File: src/rtl/image_write_sequencer_if.sv
// image_write_sequencer_if
// Groups the frame-control, pixel input and writer-side output signals of the
// image write sequencer into one bundle.
//   start       : single-cycle frame start request (pipeline -> sequencer)
//   in_valid    : in_data holds a valid pixel pair
//   in_ready    : sequencer accepts in_data this cycle
//   in_data     : {R0,G0,B0,R1,G1,B1}, R0 at [47:40], B1 at [7:0]
//   out_hsync   : out_data is valid for the BMP writer this cycle
//   out_data    : pixel pair to the writer, same packing as in_data
//   row_index   : row of the pair currently on out_data
//   col_index   : pair column of the pair currently on out_data
//   busy        : frame in progress
//   frame_done  : one-cycle pulse after the last pair of a frame
// The master modport is the side that drives the sequencer (pipeline);
// the slave modport is the sequencer itself.
interface image_write_sequencer_if #(
  parameter int WIDTH  = 768,
  parameter int HEIGHT = 512
) ();

  localparam int ROW_W = (HEIGHT > 1) ? $clog2(HEIGHT) : 1;
  localparam int COL_W = ((WIDTH / 2) > 1) ? $clog2(WIDTH / 2) : 1;

  logic             start;
  logic             in_valid;
  logic             in_ready;
  logic [47:0]      in_data;
  logic             out_hsync;
  logic [47:0]      out_data;
  logic [ROW_W-1:0] row_index;
  logic [COL_W-1:0] col_index;
  logic             busy;
  logic             frame_done;

  modport master (
    output start, in_valid, in_data,
    input  in_ready, out_hsync, out_data, row_index, col_index, busy, frame_done
  );

  modport slave (
    input  start, in_valid, in_data,
    output in_ready, out_hsync, out_data, row_index, col_index, busy, frame_done
  );

endinterface

File: src/rtl/image_write_sequencer.sv
// image_write_sequencer
// Sequences one frame of pixel pairs from the processing pipeline into the BMP
// image writer. Pairs are accepted on a valid/ready handshake into a small
// FIFO and replayed as an HSYNC-qualified stream, with programmable blanking
// between rows and a frame_done pulse after the final pair.
// Ports:
//   HCLK    : clock, all logic on the rising edge
//   HRESET  : asynchronous active-high reset (release synchronised to HCLK)
//   bus     : image_write_sequencer_if.slave (start, in_valid/in_ready/in_data,
//             out_hsync/out_data, row_index, col_index, busy, frame_done)
module image_write_sequencer #(
  parameter int WIDTH         = 768,
  parameter int HEIGHT        = 512,
  parameter int HBLANK_CYCLES = 4,
  parameter int FIFO_DEPTH    = 4
) (
  input  logic                    HCLK,
  input  logic                    HRESET,
  image_write_sequencer_if.slave  bus
);

  localparam int PAIRS_PER_ROW = WIDTH / 2;
  localparam int TOTAL_PAIRS   = PAIRS_PER_ROW * HEIGHT;
  localparam int ROW_W = (HEIGHT > 1) ? $clog2(HEIGHT) : 1;
  localparam int COL_W = (PAIRS_PER_ROW > 1) ? $clog2(PAIRS_PER_ROW) : 1;
  localparam int PTR_W = $clog2(FIFO_DEPTH);
  localparam int CNT_W = PTR_W + 1;
  localparam int ACC_W = $clog2(TOTAL_PAIRS + 1);
  localparam int HB_W  = (HBLANK_CYCLES > 0) ? $clog2(HBLANK_CYCLES + 1) : 1;

  localparam logic [COL_W-1:0] COL_LAST  = COL_W'(PAIRS_PER_ROW - 1);
  localparam logic [ROW_W-1:0] ROW_LAST  = ROW_W'(HEIGHT - 1);
  localparam logic [CNT_W-1:0] FIFO_FULL = CNT_W'(FIFO_DEPTH);
  localparam logic [ACC_W-1:0] ACC_LIMIT = ACC_W'(TOTAL_PAIRS);
  localparam logic [HB_W-1:0]  HB_LAST   = HB_W'((HBLANK_CYCLES > 0) ? HBLANK_CYCLES - 1 : 0);

  typedef enum logic [1:0] {
    S_IDLE,
    S_ACTIVE,
    S_HBLANK,
    S_DONE
  } state_t;

  state_t           state;
  logic [1:0]       rst_pipe;
  logic             rst;

  logic [47:0]      mem [FIFO_DEPTH];
  logic [PTR_W-1:0] wr_ptr;
  logic [PTR_W-1:0] rd_ptr;
  logic [CNT_W-1:0] count;
  logic [ACC_W-1:0] accepted;

  // Position of the next pair to be emitted; copied into row_q/col_q on emit
  // so the outputs describe the pair actually on out_data.
  logic [COL_W-1:0] nxt_col;
  logic [ROW_W-1:0] nxt_row;
  logic [HB_W-1:0]  hb_cnt;

  logic             out_hsync_q;
  logic [47:0]      out_data_q;
  logic [ROW_W-1:0] row_q;
  logic [COL_W-1:0] col_q;
  logic             busy_q;
  logic             done_q;

  logic             in_ready_w;
  logic             push;
  logic             pop;

  // Reset asserts immediately but is released only after two clean HCLK edges
  // so no flop sees reset removal near an active edge.
  always_ff @(posedge HCLK or posedge HRESET) begin
    if (HRESET) begin
      rst_pipe <= 2'b11;
    end else begin
      rst_pipe <= {rst_pipe[0], 1'b0};
    end
  end

  assign rst = rst_pipe[1];

  // Slot availability uses the registered count only: a pop in this cycle
  // frees its slot for the next cycle, keeping in_ready free of output paths.
  assign in_ready_w = ((state == S_ACTIVE) || (state == S_HBLANK)) &&
                      (count != FIFO_FULL) && (accepted < ACC_LIMIT);
  assign push = bus.in_valid && in_ready_w;
  assign pop  = (state == S_ACTIVE) && (count != '0);

  always_ff @(posedge HCLK) begin
    if (push) begin
      mem[wr_ptr] <= bus.in_data;
    end
  end

  // Single FSM block: FIFO bookkeeping, position counters, row blanking and
  // the registered writer-side outputs all advance together.
  always_ff @(posedge HCLK or posedge rst) begin
    if (rst) begin
      state       <= S_IDLE;
      wr_ptr      <= '0;
      rd_ptr      <= '0;
      count       <= '0;
      accepted    <= '0;
      nxt_col     <= '0;
      nxt_row     <= '0;
      hb_cnt      <= '0;
      out_hsync_q <= 1'b0;
      out_data_q  <= '0;
      row_q       <= '0;
      col_q       <= '0;
      busy_q      <= 1'b0;
      done_q      <= 1'b0;
    end else begin
      if (push) begin
        wr_ptr   <= wr_ptr + 1'b1;
        accepted <= accepted + 1'b1;
      end
      if (pop) begin
        rd_ptr     <= rd_ptr + 1'b1;
        out_data_q <= mem[rd_ptr];
      end
      if (push && !pop) begin
        count <= count + 1'b1;
      end else if (!push && pop) begin
        count <= count - 1'b1;
      end

      out_hsync_q <= pop;
      done_q      <= 1'b0;

      case (state)
        S_IDLE: begin
          busy_q <= bus.start;
          if (bus.start) begin
            state    <= S_ACTIVE;
            accepted <= '0;
            nxt_col  <= '0;
            nxt_row  <= '0;
            row_q    <= '0;
            col_q    <= '0;
            hb_cnt   <= '0;
          end
        end

        S_ACTIVE: begin
          busy_q <= 1'b1;
          if (pop) begin
            row_q <= nxt_row;
            col_q <= nxt_col;
            if (nxt_col == COL_LAST) begin
              nxt_col <= '0;
              if (nxt_row == ROW_LAST) begin
                nxt_row <= '0;
                state   <= S_DONE;
              end else begin
                nxt_row <= nxt_row + 1'b1;
                if (HBLANK_CYCLES > 0) begin
                  hb_cnt <= '0;
                  state  <= S_HBLANK;
                end
              end
            end else begin
              nxt_col <= nxt_col + 1'b1;
            end
          end
        end

        S_HBLANK: begin
          busy_q <= 1'b1;
          if (hb_cnt == HB_LAST) begin
            hb_cnt <= '0;
            state  <= S_ACTIVE;
          end else begin
            hb_cnt <= hb_cnt + 1'b1;
          end
        end

        S_DONE: begin
          // frame_done lands the cycle after the last pair; busy drops one
          // cycle later so the writer sees busy cover the pulse.
          busy_q <= 1'b1;
          done_q <= 1'b1;
          row_q  <= '0;
          col_q  <= '0;
          state  <= S_IDLE;
        end

        default: begin
          state <= S_IDLE;
        end
      endcase
    end
  end

  assign bus.in_ready   = in_ready_w;
  assign bus.out_hsync  = out_hsync_q;
  assign bus.out_data   = out_data_q;
  assign bus.row_index  = row_q;
  assign bus.col_index  = col_q;
  assign bus.busy       = busy_q;
  assign bus.frame_done = done_q;

endmodule

File: src/flat_wrapper.sv
// flat-port wrapper written by rule: the top's interface ports become plain ports
module image_write_sequencer_flat 
#(
  parameter int WIDTH         = 768,
  parameter int HEIGHT        = 512,
  parameter int HBLANK_CYCLES = 4,
  parameter int FIFO_DEPTH    = 4
)
  (HCLK, HRESET, bus_start, bus_in_valid, bus_in_data, bus_in_ready, bus_out_hsync, bus_out_data, bus_row_index, bus_col_index, bus_busy, bus_frame_done);
  image_write_sequencer_if #(.WIDTH(WIDTH), .HEIGHT(HEIGHT)) bus_i ();
  input  logic HCLK;
  input  logic HRESET;
  input wire logic [$bits(bus_i.start)-1:0] bus_start;
  input wire logic [$bits(bus_i.in_valid)-1:0] bus_in_valid;
  input wire logic [$bits(bus_i.in_data)-1:0] bus_in_data;
  output wire logic [$bits(bus_i.in_ready)-1:0] bus_in_ready;
  output wire logic [$bits(bus_i.out_hsync)-1:0] bus_out_hsync;
  output wire logic [$bits(bus_i.out_data)-1:0] bus_out_data;
  output wire logic [$bits(bus_i.row_index)-1:0] bus_row_index;
  output wire logic [$bits(bus_i.col_index)-1:0] bus_col_index;
  output wire logic [$bits(bus_i.busy)-1:0] bus_busy;
  output wire logic [$bits(bus_i.frame_done)-1:0] bus_frame_done;
  assign bus_i.start = bus_start;
  assign bus_i.in_valid = bus_in_valid;
  assign bus_i.in_data = bus_in_data;
  assign bus_in_ready = bus_i.in_ready;
  assign bus_out_hsync = bus_i.out_hsync;
  assign bus_out_data = bus_i.out_data;
  assign bus_row_index = bus_i.row_index;
  assign bus_col_index = bus_i.col_index;
  assign bus_busy = bus_i.busy;
  assign bus_frame_done = bus_i.frame_done;
  image_write_sequencer #(.WIDTH(WIDTH), .HEIGHT(HEIGHT), .HBLANK_CYCLES(HBLANK_CYCLES), .FIFO_DEPTH(FIFO_DEPTH)) u_core (.HCLK(HCLK), .HRESET(HRESET), .bus(bus_i));
endmodule
File: config.mk
export PLATFORM = sky130hd
export DESIGN_NAME = image_write_sequencer_flat
export DESIGN_NICKNAME = d
export VERILOG_FILES = /design/src/rtl/image_write_sequencer_if.sv /design/src/rtl/image_write_sequencer.sv /design/src/flat_wrapper.sv
export SDC_FILE = /design/constraint.sdc
export NUM_CORES = 1
export LEC_CHECK = 0
export CAP_MARGIN = 25
export CELL_PAD_IN_SITES_DETAIL_PLACEMENT = 0
export CELL_PAD_IN_SITES_GLOBAL_PLACEMENT = 1
export CORE_AREA = 2 2 163 165
export DETAILED_ROUTE_END_ITERATION = 10
export DIE_AREA = 0 0 165 167
export PLACE_DENSITY_LB_ADDON = 0.12
export REMOVE_ABC_BUFFERS = 1
export SYNTH_ARGS = -nofsm -noshare
export SYNTH_HDL_FRONTEND = slang
export SYNTH_SLANG_ARGS = --single-unit
File: constraint.sdc
create_clock -name HCLK -period 5.21 [get_ports HCLK]
set_clock_uncertainty 0.2 [all_clocks]
set_input_delay 0.7815 -clock HCLK [delete_from_list [all_inputs] [get_ports HCLK]]
set_output_delay 0.7815 -clock HCLK [all_outputs]
set_load 0.03 [all_outputs]
== Word-level counts from Yosys, hierarchy flattened ==
Memories as Yosys holds them, arrays and structs flattened. A register that Yosys moved wholly into a read port is not among the register bits.
Index checks and enable logic that the tools add are counted.

* Register bits: 71
* RAM bits: 192
* Input bits: 52
* Memories kept: 1

{| class="wikitable"
|+ Memories
! memory !! words !! bits a word !! rd ports !! clocked after memory_dff !! write ports !! line !! text
|-
| u_core.mem || 4 || 48 || 1 || 1 || 1 || image_write_sequencer.sv:48 || <nowiki>logic [47:0] mem [FIFO_DEPTH];</nowiki>
|}

* $add $sub $neg: 8
* Magnitude comparators: 1
* Equality and inequality tests: 12
* Mux-type cells: 33
* Reductions and logical operators: 21

{| class="wikitable"
|+ Operator list
! operator !! number
|-
| two-way mux 9 bit || 8
|-
| two-way mux 18 bit || 3
|-
| case mux 9 bit (3 select lines) || 2
|-
| case mux 9 bit (2 select lines) || 2
|-
| two-way mux 3 bit || 7
|-
| adder 18 x 1 -> 18 bit, second input constant || 1
|-
| adder 9 x 1 -> 9 bit, second input constant || 2
|-
| equality test 9 bit, second input constant || 2
|-
| less-than comparator 18 bit, second input constant || 1
|-
| case mux 3 bit (3 select lines) || 1
|-
| nonzero test 3 bit || 3
|-
| two-way mux 2 bit || 4
|-
| != test 2 bit, second input constant || 4
|-
| case mux 2 bit (4 select lines) || 1
|-
| AND reduction 4 bit || 2
|-
| adder 3 x 1 -> 3 bit, second input constant || 2
|-
| logical AND 1 bit || 6
|-
| AND reduction 3 bit || 2
|-
| AND reduction 5 bit || 1
|-
| adder 2 x 1 -> 2 bit, second input constant || 2
|-
| equality test 2 bit, second input constant || 2
|-
| two-way mux 1 bit || 4
|-
| nonzero test 2 bit || 2
|-
| equality test 3 x 2 -> 1 bit, second input constant || 1
|-
| other kinds (9) || 10
|}

== Depth between registers and ports, before layout ==
* Depth after elaboration: 9
* Gate-level depth with buffers: 13

== Worst setup path after synthesis ==
No wires, ideal clock.

* Kind: flip-flop to flip-flop
* From: reg u_core.state[0]
* To: mem u_core.mem[0][0] (enable)
* Setup time: 0.410 ns
* Arrival time: 2.836 ns
* Required time: 4.600 ns
* Slack: 1.764 ns
* Stages on the path, launching flop included: 9
* Cells stage by stage: dfrtp_1 inv_1 ha_1 a21boi_0 nand3_1 buf_2 inv_1 clkbuf_1 and2_1

* Longest elaborated chain between the ends: 7
* Elaborated cells between the ends (all ways): 8
* Classes of those cells: 2 x eq/ne; 2 x mux; 4 x reduce/logical

{| class="wikitable"
|+ RTL lines
! item !! line !! text
|-
| from (decl) || image_write_sequencer.sv:44 || <nowiki>state_t state;</nowiki>
|-
| from (signal assigned) || image_write_sequencer.sv:100 || <nowiki>state <= S_IDLE;</nowiki>
|-
| from (signal assigned) || image_write_sequencer.sv:136 || <nowiki>state <= S_ACTIVE;</nowiki>
|-
| from (signal assigned) || image_write_sequencer.sv:155 || <nowiki>state <= S_DONE;</nowiki>
|-
| equality test 2 x 1 -> 1 bit / equality test 2 bit (equally long branches) || image_write_sequencer.sv:85 || <nowiki>assign in_ready_w = ((state == S_ACTIVE) || (state == S_HBLANK)) &&</nowiki>
|-
| logical OR 1 bit * || image_write_sequencer.sv:85 ||
|-
| logical AND 1 bit * || image_write_sequencer.sv:85 ||
|-
| logical AND 1 bit * || image_write_sequencer.sv:86 || <nowiki>(count != FIFO_FULL) && (accepted < ACC_LIMIT);</nowiki>
|-
| logical AND 1 bit * || image_write_sequencer.sv:87 || <nowiki>assign push = bus.in_valid && in_ready_w;</nowiki>
|-
| two-way mux 1 bit * || image_write_sequencer.sv:91 || <nowiki>if (push) begin</nowiki>
|-
| two-way mux 1 bit (implied by the code) * || image_write_sequencer.sv:92 || <nowiki>mem[wr_ptr] <= bus.in_data;</nowiki>
|-
| to (decl) || image_write_sequencer.sv:48 ||
|}

Every way passes the cells marked *; elsewhere a longest branch is shown, timed or not.

== Worst setup path after layout ==
* From: reg u_core.state[0]
* To: mem u_core.mem[3][15] (enable)

The elaborated chain is that of the path after synthesis.

==> impl_metrics.ini <==
[place]
hpwlAfterDp_um = 15100
place_ws_ns = 1.44
io_buffers = 121
gp_congestion = 0.770

[worst_setup_path]
critPathCaptureType = flop
crit_start = u_core.state[0]
crit_type = reg -> reg
cpMostUsedCell = inv_1
rr_worst_depth = 7
cpLargestDelayFamily = buffers and inverters
critPathBufInv = 3
cp_slowest_stage_delay_ns = 0.58
cp.depth = 7
cp_slowest_cell = and2_2
crit_path_cell_trace = inv_1 > ha_1 > a21boi_0 > nand3_1 > inv_1 > and2_2 > buf_4
crit_end = u_core.mem[3][15]
r2r-start = u_core.state[0]
reg2reg_slack_ns = 1.67
startpoint_type = flop
reg2reg_to = u_core.mem[3][15]
cp.required_ns = 5.22
cp.arrival_ns = 3.55
critical_path.max_fanout = 28

[floorplanning]
coreArea_um2 = 25800
die_w_um = 165
initial_core_util = 0.473
io_pins = 122
num_rows = 59
die_h_um = 167
die_area_um2 = 27600

[cells_and_area]
drive_gt1_frac = 0.200
n_antenna_cell = 0
final_net_count = 919
synthToLayoutAreaGrowth_pct = 22.1

[pwr]
leakage_uw = 0.00552
pwr-share-seq = 0.400
switching_share = 0.327
total_power_uw = 9220
pwr-share-clk = 0.237
power_density_nw_per_um2 = 620
internal_power_uw = 6200
vdd_drop_max_mv = 0.464
switching_power_uw = 3010
comb_power_share = 0.364

[run_status]
run_status = completed

[route]
antenna_left = 0
routed_wl_um = 23600
drc = 0
drt_iter0_drc = 309
drt-vias-per-instance = 5.41
routedWlPerCell_um = 19.5
vias = 6550
drtPass1Iterations = 5

[timing]
fin_tns_setup_ns = 0
slew_headroom = 0.462
finalCritPeriodShare = 0.679
rsz0062_at_grt = false
min_period_ns = 3.54
max_freq_mhz = 283
whs_ns = 0.157
hold_viol_final = 0
final-setup-viol-count = 0
worst_slew_pin_slew_ns = 0.806
slew_violations = 0
timing.final.ws_setup_ns = 1.67

[logic_synthesis]
postSynthAreaPerCell_um2 = 17.1
synth_cell_types = 48
yosysMostFrequentCell = edfxtp_1
yosys-top-cells-count = 192 x edfxtp_1, 117 x dfrtp_1, 53 x mux2_2
synth-edff-count = 192
synth_top_cell_by_area = edfxtp_1
synthCells = 712
syn_area_um2 = 12200
yosys-top-cells-area = edfxtp_1 47%, dfrtp_1 24%, mux4_2 8.9%
ys_seq_area_frac = 0.718
ys_dominant_reg_cell = edfxtp_1
synth_top_cell_area_share = 0.473
yosysWarningCount = 0
synthArstFlopShare = 0.383
synth-seq-cells = 311

[clocking]
post_cts_buffers = 0
cts_made_buffers = 31
clk_latency_ns = 0.56
root_buffer = clkbuf_16
clock_path_buffers = 3
cts_num_sinks = 311
cts_tree = done
clkTransAtPathRegs_ns = 0.06
htree_levels = 1

[worst_hold_path]
hold_path_class = reg -> reg

[grt]
grt_first_pass_wirelength_um = 38100
grt_max_degree = 75
grt.overflow.total = 0
grt_pass1_vias = 7058
grt.total_usage = 0.178
antenna_found_initial = 1

[flow_run]
drv_cap = 0
## sequential cells by signal (all words and copies together) (netlist names), 2 cells and up
register              cells
u_core.bus.row_index      9
u_core.state              2
u_core.hb_cnt             3
u_core.wr_ptr             2
u_core.nxt_col            9
u_core.rd_ptr             2
u_core.mem              192
u_core.bus.col_index      9
u_core.rst_pipe           2
u_core.nxt_row            9
u_core.count              3
u_core.bus.out_data      48
u_core.accepted          18
## cells in the final DEF, fill, tap and decap left out, types with 4 or more instances in the layout
cell | synthesis | final
nor2_1 | 19 | 19
a31oi_1 | 13 | 13
clkbuf_16 | 0 | 31
inv_1 | 18 | 17
nor3_1 | 6 | 6
and3_1 | 6 | 6
mux2i_1 | 4 | 4
ha_1 | 16 | 16
clkbuf_1 | 23 | 7
clkinv_1 | 0 | 7
nand4_1 | 8 | 8
buf_4 | 0 | 11
a21oi_1 | 12 | 12
nand3_1 | 20 | 20
bufinv_16 | 0 | 4
edfxtp_1 | 192 | 192
clkdlybuf4s50_1 | 0 | 121
xor2_1 | 4 | 4
and2_2 | 0 | 4
mux2_2 | 53 | 53
xnor2_1 | 12 | 12
or4_1 | 9 | 9
o31ai_1 | 11 | 11
mux4_2 | 48 | 48
dfrtp_1 | 117 | 115
o21ai_0 | 10 | 10
clkinv_2 | 0 | 5
nand2_1 | 49 | 49
nor4_1 | 8 | 8
or3_1 | 7 | 7
## final cells by class
cell class,count,area [um2]
flip-flops and latches,311,8750
repair buffers,137,1380
clock inverters,20,203
clock buffers,38,802
multi-input cells,350,3250
fillers,1954,10900
inverters,19,73.8
well taps,335,419
## per-stage QoR
step / instances / util / cell area, um2
6_report: 1210 / 0.578 / 14900
5_1_grt: 1210 / 0.578 / 14900
4_1_cts: 1204 / 0.574 / 14800
3_5_place_dp: 1146 / 0.535 / 13800
3_3_place_gp: 1146 / 0.535 / 13800
2_1_floorplan: 680 / - / 12100
## kinds of logic (layout without fill, tap and decap cells)
| kind of cell | count (synthesis) | in the layout | synth area share |
|---|---|---|---|
| xor+xnor | 16 | 16 | 0.0115 |
| flops | 311 | 311 | 0.718 |
| other cells | 1 | 1 | 0.000308 |
| simple gates | 154 | 154 | 0.0651 |
| buf+inv | 51 | 214 | 0.0161 |
| fa+ha+maj | 17 | 17 | 0.0181 |
| compound gates | 57 | 57 | 0.0301 |
| mux | 105 | 105 | 0.141 |
## worst min-delay path by stage
| stage | startpoint | to | slack (ns) | depth (start not counted) |
|---|---|---|---|---|
| after floorplan | u_core.rst_pipe[0] | u_core.rst_pipe[1] | 0.15 | 0 |
| after global placement | u_core.rst_pipe[0] | u_core.rst_pipe[1] | 0.15 | 0 |
| after detailed placement | u_core.rst_pipe[0] | u_core.rst_pipe[1] | 0.15 | 0 |
| after CTS | u_core.rst_pipe[0] | u_core.rst_pipe[1] | 0.16 | 0 |
| after global routing | u_core.rst_pipe[0] | u_core.rst_pipe[1] | 0.16 | 0 |
| final | u_core.rst_pipe[0] | u_core.rst_pipe[1] | 0.16 | 0 |
## per-layer routing
layer,vias to the layer above,global-route usage,wire length (um)
met4,2,0.0442,395
met3,36,0.0324,1140
met2,161,0.305,12100
met1,3337,0.235,9910
met5,-,0,13
li1,3014,-,-
## worst register-to-register path, cell delays in order (launching register included)
cell and delay [ns]:
dfrtp_1 0.40, inv_1 0.12, ha_1 0.31, a21boi_0 0.25
nand3_1 0.39, inv_1 0.44, and2_2 0.58, buf_4 0.50
## power by group through the flow
stage,clock network (uW),logic [uW],registers [uW]
finish,2180,3350,3690
global route,2340,3630,3770
CTS,2240,3290,3770
detailed placement,0,3270,3810
global placement,0,3220,3770
floorplan,0,1700,4220
## repair_timing
action | 4_1_cts | 5_1_grt
setup endpoints to repair | 0 | 0
hold buffers | 0 | 1
hold endpoints to repair | 0 | 4
resized for setup | 0 | 0
No activity file was read; power rests on OpenSTA's default activity.
